$ cat config.mk
export PLATFORM = sky130hd
export DESIGN_NAME = quant_level_drain_flat
export DESIGN_NICKNAME = d
export VERILOG_FILES = /design/src/rtl/quant_level_pkg.sv /design/src/rtl/quant_level_drain_if.sv /design/src/rtl/quant_level_fifo.sv /design/src/rtl/quant_level_drain.sv /design/src/flat_wrapper.sv
export SDC_FILE = /design/constraint.sdc
export NUM_CORES = 1
export LEC_CHECK = 0
export ABC_CLOCK_PERIOD_IN_PS = 3000
export CAP_MARGIN = 30
export CORE_MARGIN = 2
export CORE_UTILIZATION = 45
export CTS_BUF_LIST = sky130_fd_sc_hd__clkbuf_4 sky130_fd_sc_hd__clkbuf_8
export DETAILED_ROUTE_END_ITERATION = 12
export PLACE_DENSITY = 0.62
export SLEW_MARGIN = 15
export SYNTH_ARGS = -nofsm -noshare
export SYNTH_HDL_FRONTEND = slang
export SYNTH_SLANG_ARGS = --single-unit
$ cat constraint.sdc
create_clock -name clk -period 3 [get_ports clk]
set_input_delay 0.75 -clock clk [delete_from_list [all_inputs] [get_ports clk]]
set_output_delay 0.75 -clock clk [all_outputs]
set_load 0.1 [all_outputs]
$ cat src/rtl/quant_level_pkg.sv
// Shared level/label definitions for the quantified-label writer and drain blocks.
// Level 0 is the low (L) label, level 1 the high (H) label.
package quant_level_pkg;

  typedef enum logic {
    LVL_L = 1'b0,
    LVL_H = 1'b1
  } lvl_t;

  localparam int NUM_LVL = 2;

  function automatic lvl_t other_lvl(input lvl_t lvl);
    return (lvl == LVL_L) ? LVL_H : LVL_L;
  endfunction

endpackage

$ cat src/rtl/quant_level_drain_if.sv
// Partitioned input bus and level-tagged output bus of the drain.
// The slave modport is the drain itself; master is the producer/consumer side.
interface quant_level_drain_if #(
  parameter int W     = 8,
  parameter int DEPTH = 4
);
  localparam int CW = $clog2(DEPTH + 1);

  logic [1:0]     in_valid;
  logic [2*W-1:0] in_data;
  logic [1:0]     in_ready;
  logic           out_lvl;
  logic           out_valid;
  logic [W-1:0]   out_data;
  logic           out_ready;
  logic [CW-1:0]  occ_l;

  modport master (
    output in_valid, in_data, out_ready,
    input  in_ready, out_lvl, out_valid, out_data, occ_l
  );

  modport slave (
    input  in_valid, in_data, out_ready,
    output in_ready, out_lvl, out_valid, out_data, occ_l
  );

endinterface

$ cat src/rtl/quant_level_fifo.sv
// Single-level word FIFO; one instance per security level so that the
// state of one level never feeds logic belonging to the other.
module quant_level_fifo #(
  parameter int W     = 8,
  parameter int DEPTH = 4,
  localparam int PW   = $clog2(DEPTH),
  localparam int CW   = $clog2(DEPTH + 1)
) (
  input  logic          clk,
  input  logic          reset,
  input  logic          push,
  input  logic [W-1:0]  push_data,
  input  logic          pop,
  output logic [W-1:0]  head,
  output logic [CW-1:0] count,
  output logic          full
);

  logic [W-1:0]  mem [DEPTH];
  logic [PW-1:0] rd_ptr;
  logic [PW-1:0] wr_ptr;
  logic          empty;
  logic          do_push;
  logic          do_pop;

  assign full    = (count == CW'(DEPTH));
  assign empty   = (count == '0);
  // A full FIFO refuses the push even when a pop happens in the same cycle.
  assign do_push = push && !full;
  assign do_pop  = pop && !empty;
  assign head    = mem[rd_ptr];

  always_ff @(posedge clk) begin
    if (do_push) mem[wr_ptr] <= push_data;
  end

  always_ff @(posedge clk) begin
    if (reset) begin
      rd_ptr <= '0;
      wr_ptr <= '0;
      count  <= '0;
    end else begin
      if (do_push) wr_ptr <= wr_ptr + PW'(1);
      if (do_pop)  rd_ptr <= rd_ptr + PW'(1);
      case ({do_push, do_pop})
        2'b10:   count <= count + CW'(1);
        2'b01:   count <= count - CW'(1);
        default: count <= count;
      endcase
    end
  end

endmodule

$ cat src/rtl/quant_level_drain.sv
// Drains two per-level FIFOs onto one output on a fixed time-slot schedule;
// slot timing never depends on data or handshakes, so H state cannot leak into L.
module quant_level_drain
  import quant_level_pkg::*;
#(
  parameter int W     = 8,
  parameter int DEPTH = 4,
  parameter int SLOT  = 4
) (
  input  logic                clk,
  input  logic                reset,
  quant_level_drain_if.slave  bus
);

  localparam int SW = $clog2(SLOT);
  localparam int CW = $clog2(DEPTH + 1);

  logic [SW-1:0] slot_cnt;
  lvl_t          out_lvl_q;

  logic [W-1:0]  head_l, head_h;
  logic [CW-1:0] count_l, count_h;
  logic          full_l, full_h;
  logic          empty_l, empty_h;
  logic          pop_l, pop_h;
  logic          out_valid;

  always_ff @(posedge clk) begin
    if (reset) begin
      slot_cnt  <= '0;
      out_lvl_q <= LVL_L;
    end else if (slot_cnt == SW'(SLOT - 1)) begin
      slot_cnt  <= '0;
      out_lvl_q <= other_lvl(out_lvl_q);
    end else begin
      slot_cnt  <= slot_cnt + SW'(1);
    end
  end

  assign empty_l = (count_l == '0);
  assign empty_h = (count_h == '0);

  // Only the slot owner may pop; an idle slot is never lent to the other level.
  assign pop_l = (out_lvl_q == LVL_L) && bus.out_ready && !empty_l;
  assign pop_h = (out_lvl_q == LVL_H) && bus.out_ready && !empty_h;

  quant_level_fifo #(.W(W), .DEPTH(DEPTH)) u_fifo_l (
    .clk       (clk),
    .reset     (reset),
    .push      (bus.in_valid[0]),
    .push_data (bus.in_data[0 +: W]),
    .pop       (pop_l),
    .head      (head_l),
    .count     (count_l),
    .full      (full_l)
  );

  quant_level_fifo #(.W(W), .DEPTH(DEPTH)) u_fifo_h (
    .clk       (clk),
    .reset     (reset),
    .push      (bus.in_valid[1]),
    .push_data (bus.in_data[W +: W]),
    .pop       (pop_h),
    .head      (head_h),
    .count     (count_h),
    .full      (full_h)
  );

  assign out_valid = (out_lvl_q == LVL_H) ? !empty_h : !empty_l;

  always_comb begin
    bus.out_data = '0;
    if (out_valid) bus.out_data = (out_lvl_q == LVL_H) ? head_h : head_l;
  end

  assign bus.out_valid = out_valid;
  assign bus.out_lvl   = out_lvl_q;
  assign bus.in_ready  = {!full_h, !full_l};
  assign bus.occ_l     = count_l;

endmodule
$ cat src/flat_wrapper.sv
// flat-port wrapper written by rule: the top's interface ports become plain ports
module quant_level_drain_flat import quant_level_pkg::*;
#(
  parameter int W     = 8,
  parameter int DEPTH = 4,
  parameter int SLOT  = 4
)
  (clk, reset, bus_in_valid, bus_in_data, bus_out_ready, bus_in_ready, bus_out_lvl, bus_out_valid, bus_out_data, bus_occ_l);
  quant_level_drain_if #(.W(W), .DEPTH(DEPTH)) bus_i ();
  input  logic clk;
  input  logic reset;
  input wire logic [$bits(bus_i.in_valid)-1:0] bus_in_valid;
  input wire logic [$bits(bus_i.in_data)-1:0] bus_in_data;
  input wire logic [$bits(bus_i.out_ready)-1:0] bus_out_ready;
  output wire logic [$bits(bus_i.in_ready)-1:0] bus_in_ready;
  output wire logic [$bits(bus_i.out_lvl)-1:0] bus_out_lvl;
  output wire logic [$bits(bus_i.out_valid)-1:0] bus_out_valid;
  output wire logic [$bits(bus_i.out_data)-1:0] bus_out_data;
  output wire logic [$bits(bus_i.occ_l)-1:0] bus_occ_l;
  assign bus_i.in_valid = bus_in_valid;
  assign bus_i.in_data = bus_in_data;
  assign bus_i.out_ready = bus_out_ready;
  assign bus_in_ready = bus_i.in_ready;
  assign bus_out_lvl = bus_i.out_lvl;
  assign bus_out_valid = bus_i.out_valid;
  assign bus_out_data = bus_i.out_data;
  assign bus_occ_l = bus_i.occ_l;
  quant_level_drain #(.W(W), .DEPTH(DEPTH), .SLOT(SLOT)) u_core (.clk(clk), .reset(reset), .bus(bus_i));
endmodule
After elaboration in Yosys (flattened, before gate mapping)
Memories as Yosys holds them, arrays and structs flattened. A register that Yosys moved wholly into a read port is not among the register bits.
Cells that the tools add are included.

operators by class
  $add $sub $neg = 9
  $mul = 0
  div/mod/pow operators = 0
  order comparisons = 0
  equality and inequality tests = 7
  shift-type cells = 0
  mux-type cells = 14
  bitwise gates (word level) = 1
  reductions and logical operators = 17

operator list
  kind                                                 number
  2-to-1 mux 8 bit                                     2
  one-hot mux 3 bit (2 select lines)                   2
  adder 2 x 1 -> 2 bit, second input constant          5
  logical AND 1 bit                                    8
  2-to-1 mux 2 bit                                     4
  adder 3 x 1 -> 3 bit, second input constant          2
  equality test 2 bit, second input constant           3
  equality test 3 bit, second input constant           2
  logical NOT 3 bit                                    2
  2-to-1 mux 1 bit                                     6
  subtractor 3 x 1 -> 3 bit, second input constant     2
  equality test 2 x 1 -> 1 bit, second input constant  2
  logical NOT 1 bit                                    4
  nonzero test 2 bit                                   2
  OR reduction 2 bit                                   1
  inverter 1 bit                                       1

word-level totals
  flip-flop bits (word level) = 17
  bits in latches = 0
  RAM bits = 64
  ROM bits = 0
  bits of input ports = 21
  memories kept = 2

memory list
  name                 words  bits a word  rd ports  clocked after memory_dff  write ports  line                    text
  u_core.u_fifo_h.mem  4      8            1         1                         1            quant_level_fifo.sv:19  logic [W-1:0] mem [DEPTH];
  u_core.u_fifo_l.mem  4      8            1         1                         1            quant_level_fifo.sv:19

Logic depth before layout (Yosys ltp)
  depth after elaboration = 6
  depth in mapped cells = 9
  gate-level depth less buffers = 8

By module
From an unflattened synthesis, not the netlist that was laid out.

second synthesis, totals
  cells, all modules = 214
  area total of the unflattened synthesis = 3510.9 µm²

by module, submodules not included
  module             instances  cells an instance  area an instance (µm²)  sequential area each (µm²)
  quant_level_fifo   2          93                 1622.8                  1141.1
  quant_level_drain  1          28                 265.3                   60.1

Worst setup path after synthesis
Ideal clock, no wire load.

  kind = reg-to-output
  start = register u_core.out_lvl_q, in the netlist u_core.bus.out_lvl
  end = output bus_out_valid
  arrival = 2.872 ns
  required time = 2.250 ns
  slack = -0.622 ns
  stages on the path, launching flop included = 3
  path through = dfxtp_1 -> buf_2 -> mux2i_1

between the ends
  word-level cells in the longest chain between the ends = 1

ends and longest elaborated chain
  element                 line                     text
  start, declared         quant_level_drain.sv:19  lvl_t out_lvl_q;
  start signal, assigned  quant_level_drain.sv:34  out_lvl_q <= other_lvl(out_lvl_q);
  2-to-1 mux 1 bit        quant_level_drain.sv:69  assign out_valid = (out_lvl_q == LVL_H) ? !empty_h : !empty_l;
  end, declared           flat_wrapper.sv:17       output wire logic [$bits(bus_i.out_valid)-1:0] bus_out_valid;

Every way passes these cells.

==> flow_metrics.py <==
metrics = {
    "status": {
        "status": "complete, no violations",
    },
    "critical_path": {
        "crit_slowest_cell": "dfxtp_1",
        "crit_required_ps": 2250,
        "critical_path_arrival_ps": 2010,
        "crit_path_start_kind": "register",
        "cp_max_fo": 8,
        "critPathTopFamily": "flip-flops",
        "worst-setup-path-type": "register to output port",
        "critPathCaptureType": "output port",
        "cp_slowest_stage_delay_ps": 660,
        "path_buf_inv": 1,
        "crit_cells": 3,
        "ff2ff_path_depth": 8,
        "worstPathCellList": "mux4_2 -> a22o_2 -> buf_12",
    },
    "clock_tree": {
        "cts_setup_buffers": 0,
        "clock_sinks": 85,
        "cts_resized": 0,
        "cts_root_buffer": "clkbuf_8",
        "cts_tree": "built",
        "cts-buffers-inserted": 9,
        "h-tree-depth": 3,
        "cts.hold.buffers_added": 0,
        "clock_latency_ps": 340,
        "cts_max_path_buffers": 2,
        "clk_pin_slew_ps": 80,
    },
    "run": {
        "cap_violations": 0,
    },
    "hold_path": {
        "hp-class": "register to register",
        "whs_path_depth": 1,
    },
    "cells_and_area": {
        "diodes": 0,
        "nets": 286,
        "area_growth_pct": 20.26,
        "fin_cells": 359,
        "drive_above_1_share_pct": 26.46,
        "layout_common_cells": "edfxtp_1 (64), dfxtp_1 (20), clkdlybuf4s50_1 (20), mux4_2 (16), buf_4 (12)",
        "fin_util_pct": 55.16,
        "final_common_cell": "edfxtp_1",
    },
    "drt": {
        "wl_per_cell_um": 16.21,
        "ant_nets": 0,
        "drc": 0,
        "first_pass_iters": 4,
        "dr_total_vias": 1840,
        "drt_iter0_drc": 59,
        "wl_um": 5821,
        "viasPerCell": 5.125,
    },
    "timing": {
        "tns_ps": 0,
        "period_needed_ps": 2755,
        "hold_viol_final": 0,
        "whs_ps": 431.2,
        "slew_violations": 0,
        "period_share_pct": 91.84,
        "worst_pin_slew_ps": 614.6,
        "skew_ps": 9.462,
        "relSlewSlack_pct": 58.94,
        "clock.fmax_mhz": 363.0,
        "rsz0062_at_grt": "false",
        "setup_viol": 0,
    },
    "logic_synthesis": {
        "synthAdderAreaFrac_pct": 5.091,
        "ys_types": 36,
        "avgSynthCellArea_um2": 16.38,
        "yosysSeqAreaShare_pct": 67.12,
        "synth_nets": 247,
        "yosys_warnings": 0,
        "synth-simple-area-share_pct": 6.275,
        "syn_area_um2": 3490,
        "synth_xor_area_share_pct": 1.506,
        "ys_ff_latch": 85,
        "syn_inst": 213,
        "synth_top_area_cell": "edfxtp_1",
        "synth_compound_area_share_pct": 5.737,
        "synth_top_cell_area_share_pct": 55.07,
        "synth_area_leaders": "edfxtp_1 (55%), dfxtp_1 (12%), mux4_2 (10%), ha_1 (3.9%), a22o_1 (2.0%)",
        "synth_top_family_by_area": "multiplexers",
        "synthMuxAreaShare_pct": 11.26,
    },
    "power": {
        "power_frac_comb_pct": 41.2,
        "pwr-share-clk_pct": 19.4,
        "seqPwrFrac_pct": 39.4,
        "switching_share_pct": 40.08,
        "power_density_nw_per_um2": 873.3,
        "netSwitchingPower_w": 0.001469,
        "p_int_w": 0.002196,
        "p_leak_nw": 1.460,
        "irDropWorstVdd_v": 0.0006334,
        "total_power_w": 0.003665,
    },
    "global_routing": {
        "grt_pass1_wl_um": 9501,
        "grt_overflow": 0,
        "grt_pass1_vias": 1857,
        "track_usage_pct": 15.01,
        "grt_start_max_net_pins": 16,
        "antenna_found_initial": 0,
    },
    "place": {
        "placedCellCount": 343,
        "port_buffers": 35,
        "routabilityCongestion": 0.6347,
        "dpl.hpwl_um": 4037,
    },
    "die": {
        "dieWidth_um": 92.06,
        "die_h_um": 92.06,
        "start_util_pct": 45.87,
        "boundaryPins": 36,
        "rows": 32,
        "dieArea_um2": 8475,
        "core-area_um2": 7607,
    },
}
## cell usage after synthesis (all sizes together)
cell type / count
mux4: 16
mux2i: 1
o21ai: 3
xnor2: 2
edfxtp: 64
buf: 9
and3: 8
a22o: 8
fa: 2
or3: 3
or4: 1
nand2: 3
nor2b: 2
mux2: 2
or3b: 2
nor3: 3
xor2: 4
a21oi: 10
inv: 9
ha: 11
dfxtp: 21
o311ai: 1
nand3: 4
o31ai: 1
nor2: 11
a21o: 4
nor3b: 2
clkbuf: 3
clkinv: 3
## through the flow
step / area (um^2) / worst slack (ps)
floorplan: 3505 / -105.6
global placement: 4023 / 248.9
detailed placement: 4023 / 140.6
CTS: 4197 / 175.2
global route: 4197 / 71.00
finish: 4197 / 244.9
## flip-flops by register name, summed over array words and instances, names as in the netlist, named ones only
register / count
u_core.bus.out_lvl: 1
u_core.slot_cnt: 2
u_core.u_fifo_h.count: 3
u_core.u_fifo_h.mem: 32
u_core.u_fifo_h.rd_ptr: 2
u_core.u_fifo_h.wr_ptr: 2
u_core.u_fifo_l.count: 3
u_core.u_fifo_l.mem: 32
u_core.u_fifo_l.rd_ptr: 2
u_core.u_fifo_l.wr_ptr: 2
## power by group through the flow
stage               clock (W)  sequential (W)  combinational, W
global placement            0         0.00147           0.00151
floorplan                   0         0.00155          0.000977
detailed placement          0         0.00147           0.00152
global route         0.000772         0.00146           0.00158
CTS                  0.000723         0.00145           0.00153
finish               0.000710         0.00144           0.00151
## layer usage
metal  track usage, %  vias up  share of wire (%)
met4            5.970        0                1.5
met1            20.31      912                 47
met2            24.02       34                 48
li1                 -      885                  -
met5                0        -                  0
met3            3.040        9                3.7
## path summary, 6_finish.rpt
kind,startpoint,slack [ps],end
worst min register to register,u_core.slot_cnt[0],430,u_core.slot_cnt[0]
worst max register to register,u_core.u_fifo_h.count[2],570,u_core.u_fifo_h.count[2]
worst min-delay path,u_core.slot_cnt[0],430,u_core.slot_cnt[0]
worst max-delay path,register,240,bus_out_data[7]
## kinds of logic after synthesis
group | count (synthesis)
compound gates | 27
simple gates | 39
flops | 85
xor+xnor | 6
buf+inv | 24
fa+ha+maj | 13
mux | 19
## layout make-up
type	count	area, um^2
Fill cell	649	3411
Tap cell	102	127.6
Multi-Input combinational cell	104	1056
Sequential cell	85	2344
Inverter	12	45.04
Clock inverter	7	50.05
Clock buffer	9	123.9
Timing Repair Buffer	40	450.4
No activity file was read; power rests on OpenSTA's default activity.
